**src/rtl/edb_pkg.sv**
```systemverilog
// Shared types for the edb-cl datapath blocks: the op encoding used by the
// add/subtract/accumulate unit and its stimulus driver.
package edb_pkg;

   typedef enum logic [1:0] {
      OP_ADD = 2'b00,
      OP_SUB = 2'b01,
      OP_ACC = 2'b10,
      OP_CLR = 2'b11
   } op_e;

endpackage

```
**src/rtl/pipe_addsub_acc_if.sv**
```systemverilog
// Valid/ready request and result bus of the add/sub/accumulate unit.
// The master drives ops and takes results; the slave is the unit itself.
interface pipe_addsub_acc_if #(
   parameter int WIDTH = 32
);
   import edb_pkg::*;

   logic             in_valid;
   logic             in_ready;
   op_e              in_op;
   logic [WIDTH-1:0] in_a;
   logic [WIDTH-1:0] in_b;
   logic             out_valid;
   logic             out_ready;
   logic [WIDTH-1:0] out_c;
   logic             out_carry;
   logic             out_ovf;

   modport master (
      output in_valid, in_op, in_a, in_b, out_ready,
      input  in_ready, out_valid, out_c, out_carry, out_ovf
   );

   modport slave (
      input  in_valid, in_op, in_a, in_b, out_ready,
      output in_ready, out_valid, out_c, out_carry, out_ovf
   );

endinterface

```
**src/rtl/add_core.sv**
```systemverilog
// Combinational arithmetic of the unit: one shared adder serves ADD, SUB and ACC,
// and the next accumulator value is produced alongside the result.
module add_core
   import edb_pkg::*;
#(
   parameter int WIDTH = 32
) (
   input  op_e              op,
   input  logic [WIDTH-1:0] a,
   input  logic [WIDTH-1:0] b,
   input  logic [WIDTH-1:0] acc,
   output logic [WIDTH-1:0] c,
   output logic             carry,
   output logic             ovf,
   output logic [WIDTH-1:0] acc_nxt
);

   logic [WIDTH-1:0] x;
   logic [WIDTH-1:0] y;
   logic             cin;
   logic [WIDTH:0]   sum;

   // NOTE: every variable gets a default before the case so no path can infer a latch.
   always_comb begin
      x   = a;
      y   = b;
      cin = 1'b0;
      case (op)
         OP_SUB: begin
            y   = ~b;
            cin = 1'b1;
         end
         OP_ACC: begin
            x = acc;
            y = a;
         end
         OP_CLR: begin
            x = '0;
            y = '0;
         end
         default: ;
      endcase
      sum     = {1'b0, x} + {1'b0, y} + {{WIDTH{1'b0}}, cin};
      c       = sum[WIDTH-1:0];
      carry   = sum[WIDTH];
      // Overflow: both adder inputs share a sign that the result does not.
      ovf     = (x[WIDTH-1] == y[WIDTH-1]) & (c[WIDTH-1] != x[WIDTH-1]);
      acc_nxt = (op == OP_ACC) ? c : (op == OP_CLR) ? '0 : acc;
   end

endmodule

```
**src/rtl/pipe_addsub_acc.sv**
```systemverilog
// Pipelined add/sub/accumulate unit: arithmetic on accept, then a STAGES-deep
// valid/data shift register that advances as a whole unless the output is stalled.
module pipe_addsub_acc
   import edb_pkg::*;
#(
   parameter int WIDTH  = 32,
   parameter int STAGES = 2
) (
   input  logic               clk,
   input  logic               rst,
   pipe_addsub_acc_if.slave   bus
);

   typedef struct packed {
      logic [WIDTH-1:0] c;
      logic             carry;
      logic             ovf;
   } result_t;

   logic             adv;
   logic             accept;
   logic [WIDTH-1:0] acc_q;
   logic [WIDTH-1:0] acc_nxt;
   logic [WIDTH-1:0] core_c;
   logic             core_carry;
   logic             core_ovf;
   result_t          core_res;
   logic             vld_q [STAGES];
   result_t          dat_q [STAGES];

   add_core #(.WIDTH(WIDTH)) u_core (
      .op      (bus.in_op),
      .a       (bus.in_a),
      .b       (bus.in_b),
      .acc     (acc_q),
      .c       (core_c),
      .carry   (core_carry),
      .ovf     (core_ovf),
      .acc_nxt (acc_nxt)
   );

   assign core_res = {core_c, core_carry, core_ovf};
   assign adv      = ~vld_q[STAGES-1] | bus.out_ready;
   assign accept   = bus.in_valid & adv;

   // The accumulator moves at accept time so back-to-back ACC/CLR chain without waiting for the pipe.
   always_ff @(posedge clk or negedge rst) begin
      if (!rst) begin
         acc_q <= '0;
      end else if (accept) begin
         acc_q <= acc_nxt;
      end
   end

   // NOTE: the data stages are reset as well as the valids, so out_c and flags read 0 after reset.
   always_ff @(posedge clk or negedge rst) begin
      if (!rst) begin
         for (int i = 0; i < STAGES; i++) begin
            vld_q[i] <= 1'b0;
            dat_q[i] <= '0;
         end
      end else if (adv) begin
         vld_q[0] <= accept;
         dat_q[0] <= core_res;
         for (int i = 1; i < STAGES; i++) begin
            vld_q[i] <= vld_q[i-1];
            dat_q[i] <= dat_q[i-1];
         end
      end
   end

   assign bus.in_ready  = adv;
   assign bus.out_valid = vld_q[STAGES-1];
   assign bus.out_c     = dat_q[STAGES-1].c;
   assign bus.out_carry = dat_q[STAGES-1].carry;
   assign bus.out_ovf   = dat_q[STAGES-1].ovf;

endmodule
```
**src/flat_wrapper.sv**
```systemverilog
// flat-port wrapper written by rule: the top's interface ports become plain ports
module pipe_addsub_acc_flat import edb_pkg::*;
#(
   parameter int WIDTH  = 32,
   parameter int STAGES = 2
)
  (clk, rst, bus_in_valid, bus_in_op, bus_in_a, bus_in_b, bus_out_ready, bus_in_ready, bus_out_valid, bus_out_c, bus_out_carry, bus_out_ovf);
  pipe_addsub_acc_if #(.WIDTH(WIDTH)) bus_i ();
  input  logic clk;
  input  logic rst;
  input wire logic [$bits(bus_i.in_valid)-1:0] bus_in_valid;
  input wire logic [$bits(bus_i.in_op)-1:0] bus_in_op;
  input wire logic [$bits(bus_i.in_a)-1:0] bus_in_a;
  input wire logic [$bits(bus_i.in_b)-1:0] bus_in_b;
  input wire logic [$bits(bus_i.out_ready)-1:0] bus_out_ready;
  output wire logic [$bits(bus_i.in_ready)-1:0] bus_in_ready;
  output wire logic [$bits(bus_i.out_valid)-1:0] bus_out_valid;
  output wire logic [$bits(bus_i.out_c)-1:0] bus_out_c;
  output wire logic [$bits(bus_i.out_carry)-1:0] bus_out_carry;
  output wire logic [$bits(bus_i.out_ovf)-1:0] bus_out_ovf;
  assign bus_i.in_valid = bus_in_valid;
  assign bus_i.in_op = bus_in_op;
  assign bus_i.in_a = bus_in_a;
  assign bus_i.in_b = bus_in_b;
  assign bus_i.out_ready = bus_out_ready;
  assign bus_in_ready = bus_i.in_ready;
  assign bus_out_valid = bus_i.out_valid;
  assign bus_out_c = bus_i.out_c;
  assign bus_out_carry = bus_i.out_carry;
  assign bus_out_ovf = bus_i.out_ovf;
  pipe_addsub_acc #(.WIDTH(WIDTH), .STAGES(STAGES)) u_core (.clk(clk), .rst(rst), .bus(bus_i));
endmodule
```
**config.mk**
```make
export PLATFORM = sky130hd
export DESIGN_NAME = pipe_addsub_acc_flat
export DESIGN_NICKNAME = d
export VERILOG_FILES = /design/src/rtl/edb_pkg.sv /design/src/rtl/pipe_addsub_acc_if.sv /design/src/rtl/add_core.sv /design/src/rtl/pipe_addsub_acc.sv /design/src/flat_wrapper.sv
export SDC_FILE = /design/constraint.sdc
export NUM_CORES = 1
export LEC_CHECK = 0
export CAP_MARGIN = 30
export CORE_MARGIN = 5
export CORE_UTILIZATION = 59
export CTS_CLUSTER_DIAMETER = 50
export CTS_CLUSTER_SIZE = 12
export DETAILED_ROUTE_END_ITERATION = 8
export GPL_TIMING_DRIVEN = 0
export HOLD_SLACK_MARGIN = 0.02
export PLACE_DENSITY = 0.85
export SYNTH_ARGS = -nofsm -noshare
export SYNTH_HDL_FRONTEND = slang
export SYNTH_SLANG_ARGS = --single-unit
```
**constraint.sdc**
```tcl
create_clock -name clk -period 7.3 [get_ports clk]
set_clock_uncertainty 0.1 [all_clocks]
set_input_delay 1.46 -clock clk [delete_from_list [all_inputs] [get_ports clk]]
set_output_delay 1.46 -clock clk [all_outputs]
set_load 0.05 [all_outputs]
```
==> results.toml <==
[clock_tree]
clockRootBuffer = "clkbuf_16"
post_cts_buffers = 0
cts_tree = "built"
clk_latency_ps = 360
cts_buffer_depth = 2
clock-sinks = 102
cts_hold_buffers = 0
cts_buffers = 9
cts_resized = 0
clk_pin_slew_ps = 70
htree_num_levels = 3

[timing]
worst_pin_slew_ps = 800
finalCritPeriodShare_pct = 85.3
fmax_mhz = 161
slew_headroom_pct = 46.7
fin_crit_ps = 6230
fin_tns_setup_ps = 0
finalHoldViolCount = 0
drv_slew = 0
setup_viol = 0
holdWs_ps = 366
rsz0062_at_grt = "false"

[status]
status = "completed"

[global_route]
grt_pass1_wl_um = 30400
antenna_found_initial = 0
grt-ovfl-total = 0
grt_use_total_pct = 26.6
grt_pass1_vias = 6098
grt_max_degree = 77

[yosys]
synth_top_area_share_pct = 37.4
ys_seq_area_share_pct = 37.4
synthArstFlopShare_pct = 100
synthMuxAreaShare_pct = 1.81
yosysWarnings = 0
synth_xor_area_share_pct = 7.31
synthTopCellsByArea = "dfrtp_1 37%, nand2_1 13%, xnor2_1 6.5%"
synth_common_cells = "242 x nand2_1, 102 x dfrtp_1, 86 x o21ai_0, 51 x xnor2_1, 45 x inv_1"
ys_ff_latch = 102
synth_top_family_by_area = "compound AO/OA/AOI/OAI gates"
syn_avg_cell_area_um2 = 8.04
postSynthCellCount = 850
syn_nets = 953
synth-compound-area-share_pct = 19.8
synth_edf_count = 0
synth.most_common_cell = "nand2_1"
synthDistinctLibCells = 56
yosys.area_share.simple_pct = 18.9
yosys.area_share.adder_pct = 6.26
synthFlopType = "dfrtp_1"
netlist_area_um2 = 6830
synth_area_leader_cell = "dfrtp_1"

[detailed_routing]
ant_nets = 0
vias = 6267
avgViaCountPerCell = 5.63
drt_pre_antenna_iters = 4
detail_route.wl_per_cell_um = 16.7
drtIter0Drc = 604
drcViolationCount = 0
wl_um = 18600

[floorplanning]
die_x_um = 118
io_pins = 106
dieHeight_um = 118
initial_core_util_pct = 60.1
fp-row-count = 39
core-area_um2 = 11400
dieArea_um2 = 13800

[worst_setup_path]
required_ps = 7450
worstPathArrival_ps = 6380
critPathKind = "input port to flop"
r2r_slack_ps = 3780
start_kind = "input port"
crit_path_end_kind = "flop"
cp_max_fo = 10

[power_and_ir_drop]
p_leak_nw = 3.81
total_power_mw = 2.41
vdd_drop_max_mv = 0.294
powerDensity_nw_per_um2 = 288

[job]
drv_cap = 0

[placed_design]
place_congestion = 0.957
dp_hpwl_um = 14400
io_buffers = 105

[final_layout]
n_antenna_cell = 0
drive_gt1_share_pct = 8.03
area_growth_syn_to_layout_pct = 22.7
fillers = 910
layout.nets = 1070

[hold_path]
hp-class = "flop to flop"
## power by group
part / leakage, nW / switching, mW / internal, mW
Sequential: 1.27 / 0.100 / 0.735
Clock: 0.142 / 0.220 / 0.275
Combinational: 2.40 / 0.646 / 0.434
Total: 3.81 / 0.966 / 1.45
## through the flow
step	utilization (%)	setup slack, ps	instance area [um^2]	std cells
5_1_grt	73.7	859	8380	1114
4_1_cts	73.7	1150	8380	1114
3_3_place_gp	70.9	835	8060	1098
6_report	73.7	1070	8380	1114
2_1_floorplan	-	2480	6830	850
3_5_place_dp	71.1	787	8090	1099
## area by class of cell
class                      count  area (um^2)  share of cell area (%)
multi-input combinational    626         3690                    44.1
clock inverter                 4         55.1                   0.657
clock buffer                  11          243                    2.90
sequential                   102         2550                    30.4
timing repair buffer         106         1080                    12.8
tap                          143          179                    2.13
inverter                      45          169                    2.01
buffer                        77          415                    4.96
## worst max-delay path: stages
cell             delay [ps]
clkdlybuf4s50_1         650
clkbuf_1                420
nor2b_1                 190
clkbuf_1                360
clkbuf_1                470
a21oi_1                 180
fa_1                    470
inv_1                    80
fa_1                    220
a21oi_2                 100
o211ai_1                280
a21oi_1                 190
o41ai_2                 480
a31oi_1                 300
xnor2_1                 230
mux2_2                  290
## sequential cells by signal (all words and copies together), names as in the netlist
| signal | flops |
|---|---|
| u_core.dat_q | 34 |
| u_core.acc_q | 32 |
| u_core.bus.out_c | 32 |
| u_core.bus.out_carry | 1 |
| u_core.bus.out_ovf | 1 |
| u_core.bus.out_valid | 1 |
| u_core.vld_q | 1 |
## cells in the final DEF (no fill, tap or decap), types with 2 or more instances in the layout
cell / netlist / routed
a21o_1: 8 / 8
a21oi_1: 38 / 38
a21oi_2: 3 / 3
a221o_1: 2 / 2
a22o_1: 19 / 19
a31oi_1: 6 / 6
and2_1: 2 / 2
and3_1: 2 / 2
and4_1: 2 / 2
buf_1: 3 / 3
buf_2: 5 / 5
buf_4: 32 / 33
clkbuf_1: 37 / 38
clkbuf_16: 0 / 9
clkdlybuf4s50_1: 0 / 104
dfrtp_1: 102 / 102
fa_1: 2 / 2
ha_1: 31 / 31
inv_1: 45 / 45
mux2_2: 11 / 11
nand2_1: 242 / 242
nand2b_1: 6 / 6
nand3_1: 3 / 3
nand4_1: 10 / 10
nor2_1: 25 / 25
nor2b_1: 7 / 7
nor3_1: 5 / 5
o211ai_1: 4 / 4
o21a_1: 4 / 4
o21ai_0: 86 / 86
o21ai_1: 10 / 10
o21bai_1: 6 / 6
o31ai_1: 9 / 9
or2_2: 2 / 2
or3_1: 3 / 3
xnor2_1: 51 / 51
xor2_1: 6 / 6
## cell families (layout without fill, tap and decap cells)
family / Yosys count / after routing
XOR/XNOR: 57 / 57
AND/OR/NAND/NOR: 313 / 313
adder cells (fa/ha/maj): 33 / 33
buffers and inverters: 122 / 243
multiplexers: 11 / 11
AO/OA/AOI/OAI: 212 / 212
flip-flops: 102 / 102
## layer usage
layer	GRT usage, %	vias to the layer above	wire length, um	share of wire (%)
met4	7.24	0	295	1.6
met1	37.7	2951	8360	45
met5	0	-	0	0
met2	43.1	230	8610	46
met3	3.56	29	1290	6.9
li1	-	3057	-	-
## worst paths after layout
kind,to,cells after the start,start
max in group asynchronous,u_core.dat_q[59],2,rst
setup / recovery,u_core.dat_q[64],16,bus_in_op[1]
hold / removal,u_core.bus.out_c[30],2,u_core.bus.out_c[30]
setup reg to reg,u_core.acc_q[22],11,u_core.acc_q[0]
hold reg to reg,u_core.bus.out_c[30],2,u_core.bus.out_c[30]
min in group asynchronous,u_core.acc_q[6],1,rst
Note: power is estimated with default switching activity, not from simulation.
